## src/rtl/rf_write_arbiter.sv

```systemverilog
// rf_write_arbiter
// Shares the single register-file write port between the WB pipeline stage and
// a long-latency unit (LLU). WB has normal priority. LLU results wait in a small
// FIFO and drain in free port cycles. If the FIFO head waits too long, a
// one-cycle pipeline stall is forced so that the head can write.
//
// Ports:
//   clk, rst                   clock, asynchronous active-high reset
//   i_wb_we/addr/data          WB stage write request
//   i_llu_valid/addr/data      LLU result offer; accepted when o_llu_ready=1
//   o_llu_ready                FIFO has room (registered)
//   o_stall_pipe               registered one-cycle stall pulse
//   o_rf_we/addr/data          register-file write port (combinational grant)
//   i_chk_addr_a/b             hazard lookup addresses
//   o_chk_hit_a/b              a live queued entry targets the lookup address
//   o_fifo_count               occupied FIFO entries (registered)
module rf_write_arbiter #(
  parameter int DEPTH        = 2,
  parameter int STARVE_LIMIT = 4
) (
  input  logic        clk,
  input  logic        rst,
  input  logic        i_wb_we,
  input  logic [3:0]  i_wb_addr,
  input  logic [15:0] i_wb_data,
  input  logic        i_llu_valid,
  input  logic [3:0]  i_llu_addr,
  input  logic [15:0] i_llu_data,
  output logic        o_llu_ready,
  output logic        o_stall_pipe,
  output logic        o_rf_we,
  output logic [3:0]  o_rf_addr,
  output logic [15:0] o_rf_data,
  input  logic [3:0]  i_chk_addr_a,
  input  logic [3:0]  i_chk_addr_b,
  output logic        o_chk_hit_a,
  output logic        o_chk_hit_b,
  output logic [2:0]  o_fifo_count
);

  localparam int PW = (DEPTH > 2) ? 2 : 1;
  localparam int CW = (STARVE_LIMIT > 2) ? $clog2(STARVE_LIMIT) : 1;
  localparam logic [CW-1:0] STARVE_MAX = CW'(STARVE_LIMIT - 1);
  localparam logic [2:0]    DEPTH_C    = 3'(DEPTH);
  localparam logic [PW:0]   DEPTH_T    = (PW + 1)'(DEPTH);
  localparam logic [PW-1:0] HEAD_LAST  = PW'(DEPTH - 1);

  // FIFO storage. A live bit is 1 only for occupied, not-yet-killed entries,
  // so the hazard lookup can simply scan all slots.
  logic [3:0]       r_addr [DEPTH];
  logic [15:0]      r_data [DEPTH];
  logic [DEPTH-1:0] r_live;
  logic [PW-1:0]    r_head;
  logic [2:0]       r_count;
  logic             r_llu_ready;
  logic [CW-1:0]    r_starve;
  logic             r_stall;

  logic          w_head_live;
  logic          w_wb_valid;
  logic          w_grant_wb;
  logic          w_grant_fifo;
  logic          w_pop;
  logic          w_push;
  logic          w_starve_hit;
  logic [PW:0]   w_tail_sum;
  logic [PW-1:0] w_tail;
  logic [PW-1:0] w_head_next;
  logic [2:0]    w_count_next;

  assign w_head_live = r_live[r_head];
  assign w_wb_valid  = i_wb_we & (i_wb_addr != 4'd0);

  // During a stall cycle WB is never granted, even if the head was killed.
  assign w_grant_wb   = ~rst & ~r_stall & w_wb_valid;
  assign w_grant_fifo = ~rst & w_head_live & (r_stall | ~w_wb_valid);

  // A dead head discards itself without using the port.
  assign w_pop  = (r_count != 3'd0) & (w_grant_fifo | ~w_head_live);
  assign w_push = i_llu_valid & r_llu_ready & (i_llu_addr != 4'd0);

  assign w_starve_hit = w_head_live & ~w_grant_fifo & ~r_stall &
                        (r_starve == STARVE_MAX);

  // Tail slot and next head, wrapping for non-power-of-two depths.
  always_comb begin
    w_tail_sum = {1'b0, r_head} + r_count[PW:0];
    if (w_tail_sum >= DEPTH_T) begin
      w_tail = PW'(w_tail_sum - DEPTH_T);
    end else begin
      w_tail = w_tail_sum[PW-1:0];
    end
    if (r_head == HEAD_LAST) begin
      w_head_next = '0;
    end else begin
      w_head_next = r_head + PW'(1);
    end
  end

  // Occupancy update from push/pop.
  always_comb begin
    case ({w_push, w_pop})
      2'b10:   w_count_next = r_count + 3'd1;
      2'b01:   w_count_next = r_count - 3'd1;
      default: w_count_next = r_count;
    endcase
  end

  // Write-port mux in grant order.
  always_comb begin
    o_rf_we   = w_grant_wb | w_grant_fifo;
    o_rf_addr = 4'd0;
    o_rf_data = 16'd0;
    if (w_grant_wb) begin
      o_rf_addr = i_wb_addr;
      o_rf_data = i_wb_data;
    end else if (w_grant_fifo) begin
      o_rf_addr = r_addr[r_head];
      o_rf_data = r_data[r_head];
    end else begin
      o_rf_addr = 4'd0;
      o_rf_data = 16'd0;
    end
  end

  // Hazard lookup against state as of the start of this cycle.
  always_comb begin
    o_chk_hit_a = 1'b0;
    o_chk_hit_b = 1'b0;
    for (int i = 0; i < DEPTH; i++) begin
      if (r_live[i] && (r_addr[i] == i_chk_addr_a) && (i_chk_addr_a != 4'd0)) begin
        o_chk_hit_a = 1'b1;
      end else begin
        o_chk_hit_a = o_chk_hit_a;
      end
      if (r_live[i] && (r_addr[i] == i_chk_addr_b) && (i_chk_addr_b != 4'd0)) begin
        o_chk_hit_b = 1'b1;
      end else begin
        o_chk_hit_b = o_chk_hit_b;
      end
    end
  end

  // FIFO state: kill, then pop, then push (a same-cycle push is younger than
  // the WB write and must survive the kill).
  always_ff @(posedge clk or posedge rst) begin
    if (rst) begin
      r_live      <= '0;
      r_head      <= '0;
      r_count     <= 3'd0;
      r_llu_ready <= 1'b1;
      for (int i = 0; i < DEPTH; i++) begin
        r_addr[i] <= 4'd0;
        r_data[i] <= 16'd0;
      end
    end else begin
      for (int i = 0; i < DEPTH; i++) begin
        if (w_grant_wb && (r_addr[i] == i_wb_addr)) begin
          r_live[i] <= 1'b0;
        end
      end
      if (w_pop) begin
        r_live[r_head] <= 1'b0;
        r_head         <= w_head_next;
      end
      if (w_push) begin
        r_addr[w_tail] <= i_llu_addr;
        r_data[w_tail] <= i_llu_data;
        r_live[w_tail] <= 1'b1;
      end
      r_count     <= w_count_next;
      r_llu_ready <= (w_count_next < DEPTH_C);
    end
  end

  // Starvation counter and the one-cycle stall pulse it triggers.
  always_ff @(posedge clk or posedge rst) begin
    if (rst) begin
      r_starve <= '0;
      r_stall  <= 1'b0;
    end else begin
      r_stall <= w_starve_hit;
      if (w_pop || (r_count == 3'd0) || w_starve_hit) begin
        r_starve <= '0;
      end else if (w_head_live && !w_grant_fifo) begin
        r_starve <= r_starve + CW'(1);
      end else begin
        r_starve <= r_starve;
      end
    end
  end

  assign o_llu_ready  = r_llu_ready;
  assign o_stall_pipe = r_stall;
  assign o_fifo_count = r_count;

endmodule

```

## config.mk

```make
export PLATFORM = sky130hd
export DESIGN_NAME = rf_write_arbiter
export DESIGN_NICKNAME = d
export VERILOG_FILES = /design/src/rtl/rf_write_arbiter.sv
export SDC_FILE = /design/constraint.sdc
export NUM_CORES = 1
export LEC_CHECK = 0
export CORE_ASPECT_RATIO = 0.9
export CORE_MARGIN = 8
export CORE_UTILIZATION = 48
export DETAILED_ROUTE_END_ITERATION = 8
export HOLD_SLACK_MARGIN = 0.02
export PLACE_DENSITY = 0.8
export SLEW_MARGIN = 20
export SYNTH_ARGS = -nofsm -noshare
export SYNTH_HDL_FRONTEND = slang
export SYNTH_SLANG_ARGS = --single-unit
```

## constraint.sdc

```tcl
create_clock -name clk -period 2.5 [get_ports clk]
set_input_delay 0.25 -clock clk [delete_from_list [all_inputs] [get_ports clk]]
set_output_delay 0.25 -clock clk [all_outputs]
set_load 0.05 [all_outputs]
```

==> results.sh <==
export IMPL_totalWireLength_um=7010
export IMPL_synthCells=244
export IMPL_core_rowCount=27
export IMPL_syn_num_nets=299
export IMPL_syn_avg_cell_area_um2=12.0
export IMPL_power_leakage_nw=1.83
export IMPL_avgRoutedWirePerCell_um=16.9
export IMPL_rsz0062_at_grt="false"
export IMPL_wl_met1_um=3240
export IMPL_grt_usage_pct=16.8
export IMPL_r2r_end="o_llu_ready"
export IMPL_setup_violations=0
export IMPL_startpoint_type="input port"
export IMPL_tritoncts="built"
export IMPL_initialDrtViolationCount=87
export IMPL_antenna_found_initial=0
export IMPL_r2r_cells=11
export IMPL_outcome="complete, no violations"
export IMPL_numCtsBuffers=5
export IMPL_clock_sinks=50
export IMPL_n_antenna_cell=0
export IMPL_worstHoldPathCells=1
export IMPL_topRoutingLayerUsed="met4"
export IMPL_crit_arrival_ns=2.51
export IMPL_overflow=0
export IMPL_grt_pass1_vias=2424
export IMPL_post_route_min_period_ns=2.28
export IMPL_synth_xor_area_share_pct=8.40
export IMPL_die_width_um=98.2
export IMPL_synth_edf_count=0
export IMPL_die_h_um=90.0
export IMPL_fin_nets=397
export IMPL_synth_compound_area_share_pct=5.79
export IMPL_clkTransAtPathRegs_ns=0.08
export IMPL_relSlewSlack_pct=51.4
export IMPL_worstSetupEndpointType="register"
export IMPL_grt_first_pass_wirelength_um=12300
export IMPL_synth_top_family_by_area="multiplexers"
export IMPL_dr_wl_met2_um=3290
export IMPL_dr_total_vias=2210
export IMPL_htreeDepth=2
export IMPL_worst_pin_slew_ns=0.725
export IMPL_core_area_mm2=0.00601
export IMPL_max_cap_violations=0
export IMPL_hp_class="register to register"
export IMPL_slew_viol_final=0
export IMPL_finalHoldViolCount=0
export IMPL_min_from="r_starve[0]"
export IMPL_portBuffers=79
export IMPL_grt_max_degree=51
export IMPL_ios=80
export IMPL_final_antenna_net_count=0
export IMPL_ys_ff_latch=50
export IMPL_setup_tns_ns=0
export IMPL_synth_ff_type="dfrtp_1"
export IMPL_yosys_area_share_simple_pct=10.2
export IMPL_dr_pass1_iters=4
export IMPL_synth_area_mm2=0.00292
export IMPL_rr_startpoint="r_live[0]"
export IMPL_synth_mux_area_share_pct=27.5
export IMPL_yosys_area_top_type="dfrtp_1"
export IMPL_synth_top_area_share_pct=42.0
export IMPL_hold_path_end="r_starve[0]"
export IMPL_start_util_pct=48.5
export IMPL_area_growth_pct=37.8
export IMPL_wl_met3_um=424
export IMPL_synth_async_reset_ratio_pct=100
export IMPL_min_period_over_period_pct=91.0
export IMPL_synth_yosys_warnings=0
export IMPL_cts_buffer_depth=2
export IMPL_clk_latency_ns=0.30
export IMPL_synth_seq_area_share_pct=42.9
export IMPL_cts_root_buf="clkbuf_8"
export IMPL_synth_distinct_cells=37
export IMPL_hpwl_um=5250
export IMPL_r2r_slack_ns=0.24
export IMPL_skew_ns=0.00793
export IMPL_gp_congestion=0.846
export IMPL_pwr_density_cell_mw_per_mm2=1120
export IMPL_worstSetupPathType="input port to register"
export IMPL_drc=0
export IMPL_cp_required_ns=2.73
export IMPL_max_freq_mhz=440
export IMPL_crit_fanout=3
export IMPL_drive_above_1_share_pct=30.3
export IMPL_synth_adder_area_share_pct=1.54
export IMPL_post_route_util_pct=66.9
export IMPL_ir_drop_uv=640
export IMPL_synth_area_leaders="dfrtp_1, mux2_4, mux2i_1, xor2_1, o21ai_1"
export IMPL_dieArea_mm2=0.00883
export IMPL_viasPerCell=5.33
[final cells by class]
| type | count | area (µm²) |
|---|---|---|
| inverter | 4 | 18.8 |
| timing repair buffer | 102 | 990 |
| clock inverter | 2 | 12.5 |
| fill | 468 | 1990 |
| multi-input combinational | 179 | 1570 |
| tap | 72 | 90.1 |
| sequential | 50 | 1250 |
| clock buffer | 6 | 82.6 |
[synthesized netlist by cell type (4+ instances only)]
cell	number
nand2_1	24
mux2_4	38
mux2i_1	21
nand3_1	5
buf_6	6
dfrtp_1	49
xnor2_1	6
o21ai_1	20
nor4_1	5
inv_1	4
xor2_1	22
nor3_1	5
[worst max-delay path by stage]
stage,slack (ns),startpoint,cells past startpoint,end
floorplan,0.08,o_stall_pipe,11,o_llu_ready
global placement,-0.31,i_wb_addr[0],12,o_llu_ready
detailed placement,-0.37,i_wb_addr[0],12,o_llu_ready
CTS,0.007,i_wb_addr[2],12,o_llu_ready
global route,0.09,r_live[0],11,o_llu_ready
finish,0.22,i_llu_addr[0],10,o_llu_ready
[state kept, by name (all words and copies together), names as in the netlist]
register	count
o_fifo_count	3
o_llu_ready	1
o_stall_pipe	1
r_addr	8
r_data	32
r_head	1
r_live	2
r_starve	2
[routing by layer]
layer  track usage [%]  up-vias
met5                 0        -
met4              3.19        0
met3              5.01        6
met2              27.0       73
met1              22.0     1079
li1                  -     1052
[layout by cell type (no fill, tap or decap), drive strengths merged, types with 4 or more instances in the layout]
cell	count
nor2b	4
buf	46
mux2	40
a21oi	4
nor2	4
clkbuf	6
nand2	24
xor2	22
mux2i	21
clkdlybuf4s50	52
o21ai	20
nor3	5
nand3	6
dfrtp	49
dlymetal6s2s	4
xnor2	6
nor4	5
[report_power, final]
group	switching [mW]	total [mW]	leakage (nW)	internal [mW]
sequential	0.361	1.58	0.604	1.22
combinational	1.13	2.45	1.18	1.32
clock	0.259	0.482	0.0472	0.223
[logic make-up (layout without fill, tap and decap cells)]
group | after synthesis | count (layout)
DFF | 50 | 50
muxes | 61 | 61
adders and majority gates | 3 | 3
buffers and inverters | 15 | 114
xor gates and xnor gates | 28 | 28
AOI/OAI and AO/OA | 29 | 29
and+or+nand+nor | 58 | 58
[repair_timing]
action / CTS / global route
hold buffers: 0 / 0
pin swaps: 1 / 4
setup buffers: 1 / 1
gates resized for setup: 6 / 6
setup endpoints to repair: 21 / 21
[metrics by stage]
stage | power [mW] | instance area (µm²) | std cells | hold slack [ns] | worst slack [ns]
floorplan | 3.31 | 2920 | 244 | 0.295 | 0.0823
global placement | 3.92 | 3870 | 405 | 0.432 | -0.305
detailed placement | 3.98 | 3870 | 405 | 0.436 | -0.369
CTS | 4.50 | 4000 | 414 | 0.447 | 0.00699
global route | 4.80 | 4020 | 415 | 0.467 | 0.0876
finish | 4.51 | 4020 | 415 | 0.445 | 0.225
[worst max-delay path, cell delays in order]
cell and delay, ns:
clkdlybuf4s50_1 0.48, or4_1 0.58, nand3_2 0.12, ha_2 0.18, inv_1 0.05, fa_2 0.33, xor2_1 0.15, nor2_1 0.12
xor2_1 0.19, nor2_1 0.06
No activity file was read; power rests on OpenSTA's default activity.
